[src/rtl/pulse_destretcher_pkg.sv]
// Shared pulse-link definitions: state encodings and default stretch constants used by both link ends.
// No timing or flow-control content; purely types and constants.
package pulse_destretcher_pkg;

    localparam int STRX_DEFAULT        = 18;
    localparam int TOL_DEFAULT         = 2;
    localparam int SYNC_STAGES_DEFAULT = 2;

    typedef enum logic [1:0] {
        ST_WAIT_LOW = 2'd0,
        ST_IDLE     = 2'd1,
        ST_HIGH     = 2'd2
    } state_e;

endpackage

[src/rtl/pulse_destretcher_bit_synchronizer.sv]
// Multi-flop synchronizer for one asynchronous bit; latency STAGES cycles.
// No backpressure: samples d every cycle unconditionally.
module bit_synchronizer #(
    parameter int STAGES = 2
) (
    input  logic clk,
    input  logic reset,
    input  logic d,
    output logic q
);

    logic [STAGES-1:0] sync_q;
    logic [STAGES-1:0] sync_d;

    always_comb begin
        sync_d = {sync_q[STAGES-2:0], d};
    end

    always_ff @(posedge clk or negedge reset) begin
        if (!reset) begin
            sync_q <= '0;
        end else begin
            sync_q <= sync_d;
        end
    end

    assign q = sync_q[STAGES-1];

endmodule

[src/rtl/pulse_destretcher.sv]
// Measures a stretched (possibly async) pulse and emits a one-cycle strobe or error; strobe 2 cycles after first low sample.
// No backpressure: pulse_out/pulse_err are one-cycle strobes the consumer must take when they fire.
module pulse_destretcher
    import pulse_destretcher_pkg::*;
#(
    parameter int STRX        = STRX_DEFAULT,
    parameter int TOL         = TOL_DEFAULT,
    parameter int SYNC_STAGES = SYNC_STAGES_DEFAULT,
    parameter int CW          = $clog2(STRX + TOL + 2)
) (
    input  logic          clk,
    input  logic          reset,
    input  logic          din,
    output logic          pulse_out,
    output logic          pulse_err,
    output logic [CW-1:0] width_q,
    output logic          busy
);

    localparam logic [CW-1:0] MAX_CNT = CW'(STRX + TOL);
    localparam logic [CW-1:0] MIN_CNT = CW'(STRX - TOL);
    localparam logic [CW-1:0] SAT_CNT = CW'(STRX + TOL + 1);

    logic din_s;

    bit_synchronizer #(
        .STAGES (SYNC_STAGES)
    ) u_din_sync (
        .clk   (clk),
        .reset (reset),
        .d     (din),
        .q     (din_s)
    );

    state_e                 state_q, state_d;
    logic [CW-1:0]          cnt_q, cnt_d;
    logic [CW-1:0]          width_d;
    logic [SYNC_STAGES-1:0] prime_q, prime_d;
    logic                   pulse_out_q, pulse_out_d;
    logic                   pulse_err_q, pulse_err_d;
    logic                   busy_q, busy_d;
    logic                   primed;

    // The synchronizer comes out of reset holding zeros, not real samples of din;
    // WAIT_LOW ignores din_s until it has been refilled so a pulse that spans reset is not re-measured.
    assign primed = prime_q[SYNC_STAGES-1];

    always_comb begin
        state_d     = state_q;
        cnt_d       = cnt_q;
        width_d     = width_q;
        pulse_out_d = 1'b0;
        pulse_err_d = 1'b0;
        prime_d     = {prime_q[SYNC_STAGES-2:0], 1'b1};

        case (state_q)
            ST_WAIT_LOW: begin
                if (primed && !din_s) begin
                    state_d = ST_IDLE;
                end
            end
            ST_IDLE: begin
                if (din_s) begin
                    state_d = ST_HIGH;
                    cnt_d   = CW'(1);
                end
            end
            ST_HIGH: begin
                if (din_s) begin
                    if (cnt_q == MAX_CNT) begin
                        pulse_err_d = 1'b1;
                        width_d     = SAT_CNT;
                        cnt_d       = '0;
                        state_d     = ST_WAIT_LOW;
                    end else begin
                        cnt_d = cnt_q + 1'b1;
                    end
                end else begin
                    // cnt never exceeds MAX_CNT here, so only the lower bound needs testing.
                    width_d     = cnt_q;
                    pulse_out_d = (cnt_q >= MIN_CNT);
                    pulse_err_d = (cnt_q < MIN_CNT);
                    cnt_d       = '0;
                    state_d     = ST_IDLE;
                end
            end
            default: begin
                state_d = ST_WAIT_LOW;
                cnt_d   = '0;
            end
        endcase

        busy_d = (state_d != ST_IDLE);
    end

    always_ff @(posedge clk or negedge reset) begin
        if (!reset) begin
            state_q     <= ST_WAIT_LOW;
            cnt_q       <= '0;
            width_q     <= '0;
            prime_q     <= '0;
            pulse_out_q <= 1'b0;
            pulse_err_q <= 1'b0;
            busy_q      <= 1'b1;
        end else begin
            state_q     <= state_d;
            cnt_q       <= cnt_d;
            width_q     <= width_d;
            prime_q     <= prime_d;
            pulse_out_q <= pulse_out_d;
            pulse_err_q <= pulse_err_d;
            busy_q      <= busy_d;
        end
    end

    assign pulse_out = pulse_out_q;
    assign pulse_err = pulse_err_q;
    assign busy      = busy_q;

endmodule

[config.mk]
export PLATFORM = sky130hd
export DESIGN_NAME = pulse_destretcher
export DESIGN_NICKNAME = d
export VERILOG_FILES = /design/src/rtl/pulse_destretcher_pkg.sv /design/src/rtl/pulse_destretcher_bit_synchronizer.sv /design/src/rtl/pulse_destretcher.sv
export SDC_FILE = /design/constraint.sdc
export NUM_CORES = 1
export LEC_CHECK = 0
export ABC_CLOCK_PERIOD_IN_PS = 1460
export CORE_MARGIN = 3
export CORE_UTILIZATION = 40
export DETAILED_ROUTE_END_ITERATION = 6
export HOLD_SLACK_MARGIN = 0.05
export SLEW_MARGIN = 15
export SYNTH_ARGS = -nofsm -noshare
export SYNTH_HDL_FRONTEND = slang
export SYNTH_HIERARCHICAL = 1
export SYNTH_SLANG_ARGS = --single-unit
[constraint.sdc]
create_clock -name clk -period 1.46 [get_ports clk]
set_clock_uncertainty 0.1 [all_clocks]
set_input_delay 0.292 -clock clk [delete_from_list [all_inputs] [get_ports clk]]
set_output_delay 0.292 -clock clk [all_outputs]
set_load 0.005 [all_outputs]
==> results of run 1 <==
[path summary, 6_finish.rpt]
path,from,end,cells past startpoint
min in group clk,u_din_sync/sync_q[0],u_din_sync/sync_q[1],0
max in group asynchronous,reset,busy,2
worst max-delay path,state_q[1],cnt_q[3],5
worst min-delay path,reset,pulse_out,2
worst min register to register,u_din_sync/sync_q[0],u_din_sync/sync_q[1],0
worst max register to register,state_q[1],cnt_q[3],5
[registers in the layout, summed over array words and instances (netlist names)]
name / cells
pulse_err: 1
prime_q: 2
cnt_q: 5
state_q: 2
u_din_sync/sync_q: 2
pulse_out: 1
busy: 1
width_q: 5
[cells by family after synthesis]
family / count (synthesis)
adder cells (fa/ha/maj): 6
flip-flops: 19
AO/OA/AOI/OAI: 23
AND/OR/NAND/NOR: 21
buffers and inverters: 9
other: 1
[layout make-up]
type / instances / area [µm²] / area share (%)
flip-flops and latches: 19 / 477 / 36.4
repair buffers: 30 / 241 / 18.5
multi-input cells: 51 / 504 / 38.5
inverters: 7 / 26.3 / 2.01
clock buffers: 4 / 26.3 / 2.01
well taps: 27 / 33.8 / 2.58
[power by group through the flow]
stage / Combinational, mW / Sequential, mW / Clock [mW]
after floorplan: 0.483 / 0.725 / 0
after global placement: 0.883 / 0.714 / 0
after detailed placement: 0.891 / 0.715 / 0
after CTS: 0.994 / 0.697 / 0.279
after global routing: 1.30 / 0.720 / 0.305
final: 1.20 / 0.708 / 0.273
[layout by cell type, fill, tap and decap left out, drive strengths merged, types with 3 or more instances in the layout]
cell type and count:
a21oi 5, buf 20, clkbuf 4, dfrtp 18, dlygate4sd2 7, ha 6
inv 7, nand2 3, nand3 4
[metal layers]
metal,share of wire (%),vias up
li1,-,358
met2,50,25
met3,5.5,7
met1,42,373
met5,0,-
met4,2.9,0
[stage by stage]
step           power (mW)  instances
2_1_floorplan        1.21         79
3_3_place_gp         1.60        126
3_5_place_dp         1.61        126
4_1_cts              1.97        135
5_1_grt              2.32        138
6_report             2.18        138
[worst max-delay path: stages, from the launching register on]
cell,delay [ps]
sky130_fd_sc_hd__dfrtp_1,430
sky130_fd_sc_hd__buf_4,160
sky130_fd_sc_hd__ha_4,180
sky130_fd_sc_hd__and3_4,200
sky130_fd_sc_hd__a221oi_4,240
sky130_fd_sc_hd__o32ai_2,100
[repair_timing]
action,CTS,global route
pin swaps,0,7
setup buffers,5,3
setup endpoints to repair,19,13
gates resized for setup,17,11
==> metrics.md, run 1 <==
| Metric | Value |
|---|---|
| Run status | `finished with violations` |
| Violated checks | `setup timing` |
| Tmin final | `1520 ps` |
| Combinational cell fraction of total power | `55.0%` |
| Maximum VDD drop | `923 µV` |
| Final-report hold violation count | `0` |
| Net load switching power | `0.775 mW` |
| Antenna diodes | `0` |
| Dpl hpwl | `1.38 mm` |
| Inserted Clock Buffers | `3` |
| Dominant combinational cell family by area after synthesis | `compound AO/OA/AOI/OAI gates` |
| Final slew viol count | `0` |
| Height of the chip | `53.8 µm` |
| Clock network fraction of total power | `12.5%` |
| Post-layout utilization of the core | `63.5%` |
| Fillers | `162` |
| Met3 usage in global routing | `4.16%` |
| 1st-pass router iterations | `4` |
| Prevailing post-synth register cell | `sky130_fd_sc_hd__dfrtp_1` |
| Via density per instance | `5.53` |
| Placement Rows | `16` |
| Layout overhead on the synthesized area | `43.5%` |
| CTS root buffer | `sky130_fd_sc_hd__clkbuf_4` |
| Initial antenna violation count | `0` |
| Post-synthesis cell count | `79` |
| Latest clock arrival within the worst-skew pair | `300 ps` |
| Leak | `0.587 nW` |
| Leading post-synthesis cells by cell area | `sky130_fd_sc_hd__dfrtp_1 (49%), sky130_fd_sc_hd__ha_1 (8.2%), sky130_fd_sc_hd__dfstp_2 (2.9%)` |
| Endpoints failing setup | `6` |
| CP endpoint kind | `flip-flop` |
| Core ar. | `0.00206 mm²` |
| Clock sinks | `19` |
| Maximum Capacitance Violations | `0` |
| Total wirelength of the detailed-routed design | `2.15 mm` |
| Post-placement setup slack | `-69.8 ps` |
| Per-instance average area after synthesis | `11.5 µm²` |
| First-pass GRT wire length | `3.33 mm` |
| Post-Synth XOR/XNOR Area | `0%` |
| Total GRT Usage | `16.8%` |
| Share of cell area taken by muxes after synthesis | `0%` |
| Met1 GRT Util | `20.4%` |
| Die extent in x | `53.8 µm` |
| Setup repair after global routing missed its margin | `true` |
| Final ANT Viol Nets | `0` |
| Reg clk slew, reported paths | `110 ps` |
| Number of flip-flops and latches in the synthesized netlist | `19` |
| Most numerous cell in the Yosys netlist | `sky130_fd_sc_hd__dfrtp_1` |
| Top cell types by occurrence after synthesis | `sky130_fd_sc_hd__dfrtp_1 (18), sky130_fd_sc_hd__inv_1 (7), sky130_fd_sc_hd__ha_1 (6)` |
| Fraction of layout instances using a drive strength above 1 | `41.4%` |
| Data arrival, critical path | `1610 ps` |
| Via count of the first global-routing pass | `747` |
| Post-route design area | `0.00131 mm²` |
| Global placer's final weighted congestion | `0.854` |
| Maximum number of pins on one net before global-route repair | `20` |
| Number of buffers inserted by hold repair at cts | `0` |
| Post-Synth Adder-Cell Area | `8.23%` |
| Largest buffer count on any clock path | `2` |
| Synth Warn # | `6` |
| Share of flip-flops with an asynchronous set or reset after synthesis | `100%` |
| Met2 Resource Use GR | `26.4%` |
| Number of design rule violations left after detail routing | `0` |
| First DRT Iteration DRCs | `19` |
| Final worst-path setup slack | `-62.4 ps` |
| Max Fclk | `657 MHz` |
| Starting density of the core | `44.2%` |
| Period utilization | `104%` |
| Area fraction of the dominant cell type after synthesis | `49.4%` |
| WS Path Type | `flip-flop to flip-flop` |
| I/O pin total | `11` |
| Setup TNS | `-205 ps` |
| Port-buffer cells | `10` |
| Number of flops mapped to enable cells by yosys | `0` |
| TritonCTS clock tree | `done` |
| Layer with the highest usage after global routing | `met2` |
| Number of different library cells in the post-synthesis netlist | `35` |
| Overall die area | `0.00289 mm²` |
| Total Nets Final | `121` |
| Reg2Reg Setup Slack | `-60 ps` |
| Peak fanout along the critical path | `8` |
| Cell type contributing the most total cell area after synthesis | `sky130_fd_sc_hd__dfrtp_1` |
| Startpoint type of the worst setup path | `flip-flop` |
| Combined area of all synthesized cells | `912 µm²` |
| Area fraction in and, or, nand and nor cells after synthesis | `15.1%` |
| Routed length per placed instance | `15.6 µm` |
| Congestion Overflow GR | `0` |
| Compound-Gate Fraction of Synth Area | `19.8%` |
| Worst-case hold slack | `212 ps` |
| H-Tree Level Count | `1` |
| Post-place instance area | `0.00113 mm²` |
| Via count | `763` |
| Total power density per cell area | `1660 mW/mm²` |
| Sequential power share | `32.5%` |
| Portion of the post-synthesis area used by sequential elements | `52.3%` |
| Design internal power | `1.40 mW` |
| Syn nets | `88` |
| Proportion of total power due to net switching | `35.6%` |
| Required time of the worst setup path | `1550 ps` |
| Worst hold path type | `input pin to async pin` |
Note: power is estimated with default switching activity, not from simulation.
==> run 2: changes to the inputs <==
--- a/config.mk
+++ b/config.mk
@@ -6,10 +6,12 @@
 export NUM_CORES = 1
 export LEC_CHECK = 0
 export ABC_CLOCK_PERIOD_IN_PS = 1460
+export CORE_ASPECT_RATIO = 0.75
 export CORE_MARGIN = 3
 export CORE_UTILIZATION = 40
 export DETAILED_ROUTE_END_ITERATION = 6
 export HOLD_SLACK_MARGIN = 0.05
+export PLACE_DENSITY = 0.69
 export SLEW_MARGIN = 15
 export SYNTH_ARGS = -nofsm -noshare
 export SYNTH_HDL_FRONTEND = slang
==> run 2 against run 1 <==
Compared with the run above: power is 2.5% lower; critical path depth is 1 higher; final area is 1.1% lower; maximum frequency is 1.2% higher; largest cell class unchanged; worst hold slack better by 9.6 ps; wire length is 9.0% lower; clock power is 4% lower; the run still ends with setup timing left; worst setup slack better by 17 ps; via count is 5.4% lower; clock-buffer cell count stayed put.
==> metrics.md, run 2 (synthesized netlist as in run 1, its figures left out) <==
| Metric | Value |
|---|---|
| Number of design rule violations left after detail routing | `0 (unchanged)` |
| Worst path slowest cell | `sky130_fd_sc_hd__dfrtp_1` |
| Port-buffer cells | `10 (unchanged)` |
| Latest clock arrival within the worst-skew pair | `290 ps (about the same)` |
| Fraction of layout instances using a drive strength above 1 | `42.3% (+0.90 points)` |
| Maximum number of pins on one net before global-route repair | `20 (unchanged)` |
| Global placer's final weighted congestion | `0.879 (+2.9%)` |
| Leak | `0.589 nW (+0.29%)` |
| Worst path most repeated cell | `sky130_fd_sc_hd__buf_4` |
| Critical R2R Capture | `state_q[0]` |
| Reg2Reg Setup Slack | `-40 ps (+20 ps)` |
| Post-placement setup slack | `-58.4 ps (+11.3 ps)` |
| Combinational cell fraction of total power | `54.6% (-0.4 points)` |
| Number of buffers inserted by hold repair at cts | `0 (unchanged)` |
| TritonCTS clock tree | `done` |
| Worst-case hold slack | `222 ps (+9.63 ps)` |
| I/O pin total | `11 (unchanged)` |
| Placement Rows | `14 (-2)` |
| Setup repair after global routing missed its margin | `true` |
| 1st-pass router iterations | `4 (unchanged)` |
| Initial antenna violation count | `0 (unchanged)` |
| Worst hold path type | `input pin to async pin` |
| Reg clk slew, reported paths | `100 ps (about the same)` |
| H-Tree Level Count | `1 (unchanged)` |
| CP endpoint kind | `flip-flop` |
| Maximum VDD drop | `938 µV (+1.7%)` |
| Die extent in x | `61.1 µm (+14%)` |
| Max Fclk | `664 MHz (+1.2%)` |
| Peak fanout along the critical path | `5 (-3)` |
| Series of cell instances along the critical path | `buf_4, ha_4, buf_4, a21oi_1, o32ai_1, or2_1` |
| Proportion of total power due to net switching | `34.8% (-0.72 points)` |
| Final worst-path setup slack | `-44.9 ps (+17.4 ps)` |
| Via density per instance | `5.35 (-3.3%)` |
| First-pass GRT wire length | `3.24 mm (-2.7%)` |
| Total wirelength of the detailed-routed design | `1.96 mm (-9.0%)` |
| Final-report hold violation count | `0 (unchanged)` |
| Routed length per placed instance | `14.5 µm (-6.9%)` |
| Clock sinks | `19 (unchanged)` |
| Antenna diodes | `0 (unchanged)` |
| Final ANT Viol Nets | `0 (unchanged)` |
| Net load switching power | `0.740 mW (-4.5%)` |
| Maximum Capacitance Violations | `0 (unchanged)` |
| Required time of the worst setup path | `1550 ps (about the same)` |
| Total Nets Final | `121 (unchanged)` |
| Starting density of the core | `43.8% (-0.48 points)` |
| Total power density per cell area | `1640 mW/mm² (-1.5%)` |
| Post-layout utilization of the core | `62.1% (-1.3 points)` |
| WS Path Type | `flip-flop to flip-flop` |
| Via count | `722 (-5.4%)` |
| Run status | `finished with violations` |
| Largest buffer count on any clock path | `2 (unchanged)` |
| Dpl hpwl | `1.31 mm (-4.8%)` |
| Startpoint type of the worst setup path | `flip-flop` |
| Final slew viol count | `0 (unchanged)` |
| Tmin final | `1500 ps (-17.4 ps)` |
| First DRT Iteration DRCs | `15 (-4)` |
| Largest registers ranked by flip-flop count | `cnt_q x5, width_q x5` |
| Fillers | `164 (+1.2%)` |
| Worst path max stage delay | `420 ps (about the same)` |
| Core ar. | `0.00208 mm² (+1.1%)` |
| Data arrival, critical path | `1590 ps (-20 ps)` |
| Congestion Overflow GR | `0 (unchanged)` |
| Height of the chip | `47.4 µm (-12%)` |
| Sum of buffers and inverters on the critical path | `2 (+1)` |
| Layout overhead on the synthesized area | `42.0%` |
| Overall die area | `0.00290 mm² (+0.22%)` |
| Path depth of the worst reg2reg path | `6 (+1)` |
| Reg-to-reg critical path startpoint | `state_q[1]` |
| Clock network fraction of total power | `12.4% (about the same)` |
| Overall power after layout | `2.12 mW (-2.5%)` |
| Violated checks | `setup timing` |
| Design internal power | `1.38 mW (-1.5%)` |
| Sequential power share | `33.0% (+0.5 points)` |
| Most common library cell in the layout ignoring fill and taps | `sky130_fd_sc_hd__buf_4` |
| Inserted Clock Buffers | `3 (unchanged)` |
| Cell family contributing the most delay on the critical path | `flip-flops` |
| Top library cells by usage in the layout, fill and taps aside | `sky130_fd_sc_hd__buf_4 (19), sky130_fd_sc_hd__dfrtp_1 (18), sky130_fd_sc_hd__dlygate4sd2_1 (7)` |
| Area of the multi-input gates | `495 µm² (-1.7%)` |
| Via count of the first global-routing pass | `692 (-7.4%)` |
| Reg area | `477 µm² (unchanged)` |
| Total GRT Usage | `15.9% (-0.95 points)` |
| CTS root buffer | `sky130_fd_sc_hd__clkbuf_4` |
| Endpoints failing setup | `6 (unchanged)` |
| Setup TNS | `-70.8 ps (+135 ps)` |
| Period utilization | `103% (-1.2 points)` |
==> run 2: worst reg2reg max path: cells and delay by family, from the launching register on <==
kind                     cells  cell delay, ps
flip-flops                   1             420
buffers and inverters        2             280
adder cells (fa/ha/maj)      1             170
AO/OA/AOI/OAI                2             210
AND/OR/NAND/NOR              1             220
==> run 2: layout make-up <==
class,count,area share (%)
tap,24,2.32
clock buffer,4,2.03
timing repair buffer,30,18.6
multi-input combinational,51,38.3
sequential,19,36.8
inverter,7,2.03
==> run 2: timing repair <==
action | in CTS | in global routing
pin swaps | 6 | 7
gates resized for setup | 18 | 12
endpoints found under the setup margin | 19 | 16
buffers inserted | 8 | 1
==> run 2: metal layers <==
metal / up-vias / track usage [%] / wire length, µm / share of wire, %
li1: 356 / - / - / -
met1: 350 / 21.0 / 1020 / 52
met2: 16 / 25.1 / 857 / 44
met3: 0 / 6.04 / 79 / 4.0
met4: 0 / 3.03 / 0 / 0
met5: - / 0 / 0 / 0
==> run 2: per-stage QoR <==
stage | area [µm²] | cells
final | 1290 | 135
after global routing | 1290 | 135
after CTS | 1250 | 134
after detailed placement | 1120 | 122
after global placement | 1120 | 122
after floorplan | 921 | 79
==> run 2: power by group through the flow <==
stage,Clock [mW],Combinational (mW),Sequential (mW)
after global placement,0,0.869,0.709
final,0.263,1.16,0.701
after CTS,0.279,1.03,0.694
after global routing,0.304,1.26,0.715
after floorplan,0,0.483,0.725
after detailed placement,0,0.891,0.713
==> run 2: worst max path at each step <==
stage	from	depth (start not counted)	end
6_report	state_q[1]	6	state_q[0]
5_1_grt	state_q[0]	6	cnt_q[0]
4_1_cts	state_q[1]	6	cnt_q[0]
3_5_place_dp	state_q[0]	5	cnt_q[3]
3_3_place_gp	state_q[0]	4	cnt_q[4]
2_1_floorplan	state_q[0]	5	cnt_q[4]
